===== config.mk =====
export PLATFORM = sky130hd
export DESIGN_NAME = sample_mem_uart_dumper
export DESIGN_NICKNAME = d
export VERILOG_FILES = /design/src/rtl/sample_mem_uart_dumper.sv
export SDC_FILE = /design/constraint.sdc
export NUM_CORES = 1
export LEC_CHECK = 0
export CAP_MARGIN = 0
export CORE_ASPECT_RATIO = 1.75
export CORE_MARGIN = 5
export CORE_UTILIZATION = 25
export CTS_BUF_LIST = sky130_fd_sc_hd__clkbuf_4 sky130_fd_sc_hd__clkbuf_8 sky130_fd_sc_hd__clkbuf_16
export DETAILED_ROUTE_END_ITERATION = 8
export PLACE_DENSITY = 0.52
export SETUP_SLACK_MARGIN = 0.4
export SYNTH_ARGS = -nofsm -noshare
export SYNTH_HDL_FRONTEND = slang
export SYNTH_SLANG_ARGS = --single-unit

===== constraint.sdc =====
create_clock -name iClock -period 5.7 [get_ports iClock]
set_input_delay 1.425 -clock iClock [delete_from_list [all_inputs] [get_ports iClock]]
set_output_delay 1.425 -clock iClock [all_outputs]
set_load 0.03 [all_outputs]

===== src/rtl/sample_mem_uart_dumper.sv =====
`default_nettype none
// ============================================================================
// Module      : sample_mem_uart_dumper
// Description : Reads the capture RAM from address 0 up to a latched last
//               address. Each word goes out on a UART 8N1 line, most
//               significant byte first and LSB first within each byte.
//               A start/busy/done/ack handshake sequences the dumps.
// Ports       : iClock      - system clock, rising edge
//               iReset      - asynchronous active-high reset
//               iStartDump  - start request, honoured only in IDLE
//               iLastAddr   - final address to dump, latched on start
//               iDoneAck    - releases DONE back to IDLE
//               oBusy       - high in all states except IDLE and DONE
//               oDone       - high in DONE
//               oMemAddr    - registered RAM read address
//               iMemData    - RAM q, one cycle after the RAM samples oMemAddr
//               oTxSerial   - UART line, idles high
//               oWordsSent  - words fully transmitted in the current dump
// Revision    : 1.0 - initial release
// ============================================================================
module sample_mem_uart_dumper #(
    parameter int ADDR_WIDTH   = 15,
    parameter int DATA_WIDTH   = 32,
    parameter int CLKS_PER_BIT = 434
) (
    input  logic                  iClock,
    input  logic                  iReset,
    input  logic                  iStartDump,
    input  logic [ADDR_WIDTH-1:0] iLastAddr,
    input  logic                  iDoneAck,
    output logic                  oBusy,
    output logic                  oDone,
    output logic [ADDR_WIDTH-1:0] oMemAddr,
    input  logic [DATA_WIDTH-1:0] iMemData,
    output logic                  oTxSerial,
    output logic [ADDR_WIDTH:0]   oWordsSent
);

    localparam int BYTES_PER_WORD = DATA_WIDTH / 8;
    localparam int BIDX_W         = (BYTES_PER_WORD > 1) ? $clog2(BYTES_PER_WORD) : 1;
    localparam int TMR_W          = $clog2(CLKS_PER_BIT);
    localparam int SEL_W          = $clog2(DATA_WIDTH);
    localparam int CNT_W          = ADDR_WIDTH + 1;

    typedef enum logic [2:0] {
        IDLE      = 3'd0,
        MEM_WAIT  = 3'd1,
        LATCH     = 3'd2,
        START_BIT = 3'd3,
        DATA_BITS = 3'd4,
        STOP_BIT  = 3'd5,
        NEXT_WORD = 3'd6,
        DONE      = 3'd7
    } state_t;

    state_t                  state, state_n;
    logic [ADDR_WIDTH-1:0]   last_addr, last_addr_n;
    logic [ADDR_WIDTH-1:0]   mem_addr_n;
    logic [CNT_W-1:0]        words_n;
    logic [DATA_WIDTH-1:0]   word_reg, word_n;
    logic [BIDX_W-1:0]       byte_idx, byte_idx_n;
    logic [2:0]              bit_idx, bit_idx_n;
    logic [TMR_W-1:0]        bit_timer, bit_timer_n;
    logic                    tx_n;
    logic                    timer_done;
    logic [SEL_W-1:0]        bit_sel;

    assign timer_done = (bit_timer == TMR_W'(CLKS_PER_BIT - 1));

    // Next-state and next-value logic for the whole datapath
    always_comb begin
        state_n     = state;
        last_addr_n = last_addr;
        mem_addr_n  = oMemAddr;
        words_n     = oWordsSent;
        word_n      = word_reg;
        byte_idx_n  = byte_idx;
        bit_idx_n   = bit_idx;
        bit_timer_n = bit_timer;

        case (state)
            IDLE: begin
                if (iStartDump) begin
                    state_n     = MEM_WAIT;
                    mem_addr_n  = '0;
                    last_addr_n = iLastAddr;
                    words_n     = '0;
                end
            end
            MEM_WAIT: state_n = LATCH;
            LATCH: begin
                word_n      = iMemData;
                byte_idx_n  = BIDX_W'(BYTES_PER_WORD - 1);
                bit_idx_n   = 3'd0;
                bit_timer_n = '0;
                state_n     = START_BIT;
            end
            START_BIT: begin
                if (timer_done) begin
                    bit_timer_n = '0;
                    bit_idx_n   = 3'd0;
                    state_n     = DATA_BITS;
                end else begin
                    bit_timer_n = bit_timer + TMR_W'(1);
                end
            end
            DATA_BITS: begin
                if (timer_done) begin
                    bit_timer_n = '0;
                    if (bit_idx == 3'd7) begin
                        state_n = STOP_BIT;
                    end else begin
                        bit_idx_n = bit_idx + 3'd1;
                    end
                end else begin
                    bit_timer_n = bit_timer + TMR_W'(1);
                end
            end
            STOP_BIT: begin
                if (timer_done) begin
                    bit_timer_n = '0;
                    if (byte_idx != '0) begin
                        byte_idx_n = byte_idx - BIDX_W'(1);
                        bit_idx_n  = 3'd0;
                        state_n    = START_BIT;
                    end else begin
                        state_n = NEXT_WORD;
                    end
                end else begin
                    bit_timer_n = bit_timer + TMR_W'(1);
                end
            end
            NEXT_WORD: begin
                words_n = oWordsSent + CNT_W'(1);
                // Stop on the last address instead of incrementing, so the
                // address never wraps even when the full range is dumped.
                if (oMemAddr == last_addr) begin
                    state_n = DONE;
                end else begin
                    mem_addr_n = oMemAddr + ADDR_WIDTH'(1);
                    state_n    = MEM_WAIT;
                end
            end
            DONE: begin
                if (iDoneAck) begin
                    state_n = IDLE;
                end
            end
            default: state_n = IDLE;
        endcase
    end

    // The line level is computed from the next state so that it is
    // registered and changes on the same edge as the state it belongs to.
    assign bit_sel = SEL_W'({byte_idx_n, 3'b000}) + SEL_W'(bit_idx_n);

    always_comb begin
        tx_n = 1'b1;
        case (state_n)
            START_BIT: tx_n = 1'b0;
            DATA_BITS: tx_n = word_n[bit_sel];
            default:   tx_n = 1'b1;
        endcase
    end

    always_ff @(posedge iClock or posedge iReset) begin
        if (iReset) begin
            state      <= IDLE;
            last_addr  <= '0;
            oMemAddr   <= '0;
            oWordsSent <= '0;
            word_reg   <= '0;
            byte_idx   <= '0;
            bit_idx    <= '0;
            bit_timer  <= '0;
            oTxSerial  <= 1'b1;
            oBusy      <= 1'b0;
            oDone      <= 1'b0;
        end else begin
            state      <= state_n;
            last_addr  <= last_addr_n;
            oMemAddr   <= mem_addr_n;
            oWordsSent <= words_n;
            word_reg   <= word_n;
            byte_idx   <= byte_idx_n;
            bit_idx    <= bit_idx_n;
            bit_timer  <= bit_timer_n;
            oTxSerial  <= tx_n;
            oBusy      <= (state_n != IDLE) && (state_n != DONE);
            oDone      <= (state_n == DONE);
        end
    end

endmodule
`default_nettype wire


# Word level (Yosys, flattened, before mapping)
# Index checks and enable logic that the tools add are counted.
[totals] ff_bits=98 input_bits=51 out_inout_bits=34 wordCells=73
[op_classes] add_sub_neg=6 magnitude_cmp=1 n_eq_ne=16 n_mux=29 reduce_logical=10
[ops] op="3-bit two-way mux" count=13
[ops] op="32-bit two-way mux" count=1
[ops] op="16-bit one-hot mux with 2 select lines" count=1
[ops] op="15-bit two-way mux" count=2
[ops] op="15-bit one-hot mux with 2 select lines" count=1
[ops] op="3-bit one-hot mux with 8 select lines" count=1
[ops] op="3-bit equality test, second input constant" count=7
[ops] op="9-bit one-hot mux with 2 select lines" count=1
[ops] op="16-bit by 1-bit adder with 16-bit output, second input constant" count=1
[ops] op="16-bit two-way mux" count=1
[ops] op="15-bit by 1-bit adder with 15-bit output, second input constant" count=1
[ops] op="15-bit equality test" count=1
[ops] op="3-bit one-hot mux with 4 select lines" count=1
[ops] op="9-bit by 1-bit adder with 9-bit output, second input constant" count=1
[ops] op="3-bit by 2-bit equality test with 1-bit output, second input constant" count=3
[ops] op="9-bit equality test, second input constant" count=1
[ops] op="9-bit two-way mux" count=1
[ops] op="5-bit by 6-bit less-than comparator with 1-bit output, second input constant" count=1
[ops] op="2-bit nonzero test" count=3
[ops] op="5-bit by 3-bit adder with 5-bit output" count=1
[ops] op="1-bit binary-select mux with 5-bit select" count=1
[ops] op="2-bit two-way mux" count=2
[ops] op="2-bit != test, second input constant" count=2
[ops] op="2-bit one-hot mux with 2 select lines" count=1
[ops] op="12 further kinds" count=13

# Logic depth before layout (Yosys ltp)
[logic_depth] ltp_word=8 ltp_mapped=11 depth_no_buf=11

# Least setup slack after synthesis
# OpenSTA, ideal clock, no wires.
[synth_timing] kind="input-to-reg" start="input iMemData[18]" end="register oTxSerial" setup_ns=0.089 t_arrival_ns=2.581 required_time_ns=5.611 slack_ns=3.030 path_stages=6 path_buffers=0 cell_sequence="mux2_2 or3_1 a32oi_1 o21ai_0 a211oi_1 o22ai_1"
[synth_via] elab_chain_len=4
[synth_rtl] element="from (decl)" line="34" source="input logic [DATA_WIDTH-1:0] iMemData,"
[synth_rtl] element="32-bit two-way mux" line="81" source="case (state)"
[synth_rtl] element="1-bit binary-select mux with 5-bit select" line="161" source="DATA_BITS: tx_n = word_n[bit_sel];"
[synth_rtl] element="1-bit two-way mux (implied by the code)" line="161"
[synth_rtl] element="1-bit one-hot mux with 2 select lines" line="159" source="case (state_n)"
[synth_rtl] element="via tx_n" line="64" source="logic tx_n;"
[synth_rtl] element="to (signal assigned)" line="188" source="oTxSerial <= tx_n;"
[synth_rtl] element="to (decl)" line="35" source="output logic oTxSerial,"
# The timed path passes the listed nets, and every way through them passes these cells. The select of a mux whose other input is x is not followed.
# A chain may end at the register's enable or synchronous reset.

# Worst setup path after layout
[layout_timing] start="register state[0]" end="register oTxSerial"
[layout_via] elab_chain_len=6 word_cells_on_any_way=24 classes_between="add/sub (1); eq/ne (9); mux (13); reduce/logical (1)"
[layout_rtl] element="from (decl)" line="56" source="state_t state, state_n;"
[layout_rtl] element="from (signal assigned)" line="180" source="state <= state_n;"
[layout_rtl] element="3-bit equality test / 3-bit by 2-bit equality test with 1-bit output (equally long branches)" line="81"
[layout_rtl] element="3-bit one-hot mux with 4 select lines (*)" line="81"
[layout_rtl] element="via bit_idx_n[1]" line="62" source="logic [2:0] bit_idx, bit_idx_n;"
[layout_rtl] element="5-bit by 3-bit adder with 5-bit output (*)" line="155" source="assign bit_sel = SEL_W'({byte_idx_n, 3'b000}) + SEL_W'(bit_idx_n);"
[layout_rtl] element="1-bit binary-select mux with 5-bit select (*)" line="161"
[layout_rtl] element="1-bit two-way mux (implied by the code) (*)" line="161"
[layout_rtl] element="1-bit one-hot mux with 2 select lines (*)" line="159"
[layout_rtl] element="via tx_n" line="64"
# Mark *: on every way through the listed nets, which the timed path passes. The rest lies on a longest branch. The select of a mux whose other input is x is not followed.

==> impl_metrics.py <==
metrics = {
    "detailed_routing": {
        "wl_um": 13510,
        "wl_per_cell_um": 16.02,
        "avgViaCountPerCell": 4.862,
        "vias": 4099,
        "ant_nets": 0,
        "drc_errors": 0,
        "drt_pass1_iterations": 5,
        "drtIter0Drc": 176,
    },
    "final_layout": {
        "synthToLayoutAreaGrowth_pct": 27.17,
        "fillers": 2104,
        "final_cells": 843,
        "drive_gt1_frac": 0.1176,
        "n_antenna_cell": 0,
        "multi_input_area_um2": 2500,
        "layout.nets": 646,
        "largest_reg_flops": 32,
        "final-seq-area_um2": 2454,
        "fin_area_um2": 6489,
    },
    "yosys": {
        "synth_area_leaders": "dfrtp_1, mux2_2, nand2_1",
        "yosys-top-cells-count": "dfrtp_1, nand2_1, o21ai_0",
        "avgSynthCellArea_um2": 10.04,
        "seq_area_frac_synth": 0.4809,
        "syn_area_um2": 5102,
        "synth_nets": 564,
        "synth.distinct_cells": 72,
        "yosysTopAreaCellShare": 0.4757,
        "yosys.cell_count.top_type": "dfrtp_1",
        "synth_edf_count": 0,
        "async_flop_share": 1.000,
        "yosysTopAreaCell": "dfrtp_1",
        "synthCells": 508,
        "ys_seq_elements": 98,
        "ys_warn_count": 0,
        "yosys_most_used_dff": "dfrtp_1",
    },
    "setup_path": {
        "path_max_fanout": 17,
        "critPathBufInv": 2,
        "slowest_stage": "dfrtp_1",
        "start_kind": "flop",
        "r2r_end": "oTxSerial",
        "worstPathArrival_ps": 3610,
        "required_ps": 5970,
        "reg2reg_from": "state[0]",
        "reg2reg_slack_ps": 2360,
        "cp_cell_sequence": "clkinv_1 -> o211a_1 -> and2_4 -> nor2_2 -> clkinv_1 -> a32oi_1 -> o21ai_0 -> a211oi_1 -> o22ai_1",
        "crit_cells": 9,
        "setup.worst_path.end": "oTxSerial",
        "end_kind": "flop",
        "slowest_delay_ps": 730,
        "crit_family": "compound AO/OA/AOI/OAI gates",
        "cp_common_cell": "clkinv_1",
        "worstSetupPathType": "reg2reg",
        "critPathLaunch": "state[0]",
        "rr_worst_depth": 9,
    },
    "placement": {
        "dpl_cell_area_um2": 6186,
        "portBuffers": 84,
        "pre_cts_slack_ps": 2001,
        "hpwlAfterDp_um": 10110,
        "gp_congestion": 0.8071,
        "dp_cells": 827,
    },
    "clocking": {
        "cts_htree_levels": 3,
        "cts.reportedPaths.clkPinSlew_ps": 70,
        "cts-hold-fix-buffers": 0,
        "clockBufferDepth": 2,
        "clk_latency_ps": 350,
        "cts-resized-gates": 0,
        "post_cts_buffers": 0,
        "cts.sinks": 98,
        "cts_tree": "built",
        "cts_buffers": 9,
        "cts-root-buf": "clkbuf_16",
    },
    "sta": {
        "finClkSkew_ps": 10.91,
        "max_freq_mhz": 299.5,
        "fin_crit_sh": 0.5857,
        "fin_tns_setup_ps": 0,
        "relSlewSlack": 0.2860,
        "worst_slack_ps": 2361,
        "hold_viol_final": 0,
        "worst_pin_slew_ps": 1068,
        "setup_viol": 0,
        "report.final.slew_viol_count": 0,
        "min_period_ps": 3339,
        "rsz0062_at_grt": "no",
    },
    "die": {
        "core_area_um2": 20200,
        "die_w_um": 118.0,
        "die_area_um2": 23480,
        "fp.dieH_um": 199.0,
        "rows": 69,
        "io_pins": 85,
        "start_util": 0.2526,
    },
    "power_and_ir_drop": {
        "swShare": 0.3191,
        "power_frac_comb": 0.262,
        "power.density_nw_per_um2": 345.7,
        "switching_power_w": 0.0007159,
        "p_seq_frac": 0.459,
        "intPower_w": 0.001527,
        "irDropWorstVdd_mv": 0.1501,
        "p_clk_frac": 0.279,
        "cellLeakagePower_nw": 2.821,
        "p_total_w": 0.002243,
    },
    "worst_hold_path": {
        "hp-class": "reg2reg",
        "min_path_cells": 1,
    },
    "grt": {
        "grtUsageTotal": 0.1158,
        "grt_pass1_wl_um": 22180,
        "grt_overflow": 0,
        "antenna_found_initial": 0,
        "grt_max_degree": 64,
        "grt_pass1_vias": 4322,
    },
    "status": {
        "status": "completed",
    },
    "run": {
        "max_cap_viol_count": 0,
    },
}
routing by layer:
layer | wire [um] | track usage | vias up
met5 | 0 | 0 | -
met4 | 250 | 0.04082 | 0
met3 | 559 | 0.03044 | 17
met2 | 7350 | 0.2189 | 98
met1 | 5345 | 0.1232 | 1993
li1 | - | - | 1991
power by group through the flow:
stage | clock, W | sequential, W | combinational [W]
CTS | 0.000646 | 0.00103 | 0.000602
global placement | 0 | 0.00103 | 0.000587
global route | 0.000675 | 0.00106 | 0.000649
detailed placement | 0 | 0.00105 | 0.000599
floorplan | 0 | 0.00108 | 0.000314
finish | 0.000626 | 0.00103 | 0.000588
how the worst min path moves through the flow:
stage                           endpoint      startpoint  slack [ps]
after floorplan             word_reg[21]    word_reg[21]         450
after global placement    oWordsSent[15]  oWordsSent[15]         480
after detailed placement    last_addr[9]    last_addr[9]         480
after CTS                 oWordsSent[15]  oWordsSent[15]         500
after global routing        word_reg[16]    word_reg[16]         510
final                     oWordsSent[15]  oWordsSent[15]         490
through the flow:
step,utilization,hold WS [ps]
2_1_floorplan,-,448.5
3_3_place_gp,0.3062,477.2
3_5_place_dp,0.3062,483.3
4_1_cts,0.3212,498.8
5_1_grt,0.3212,507.7
6_report,0.3212,491.3
cells in the final DEF, fill, tap and decap left out, drive strengths merged, types with 4 or more instances in the layout:
cell type,instances
nor2,37
o211ai,4
ha,5
clkbuf,11
clkdlybuf4s50,84
nand2,82
o21ai,40
dfrtp,97
or3,7
nor4,5
xor2,27
o2111ai,4
and3,12
a31oi,9
nor3,6
nor3b,5
nand4,6
mux2,31
inv,14
mux2i,13
a22oi,5
nand3,21
a21oi,10
cell families after synthesis:
group           Yosys count  synth area share
flops                    98            0.4809
simple gates            198            0.1977
compound gates          104            0.1371
buf+inv                  31           0.03016
mux                      44           0.09392
xor+xnor                 28           0.04806
fa+ha+maj                 5           0.01226
layout make-up:
cell class,instances,share of cell area
multi-input combinational,379,0.3853
sequential,98,0.3781
timing repair buffer,87,0.1331
tap,248,0.04782
clock buffer,11,0.03702
clock inverter,5,0.009641
inverter,15,0.009063
No activity file was read; power rests on OpenSTA's default activity.
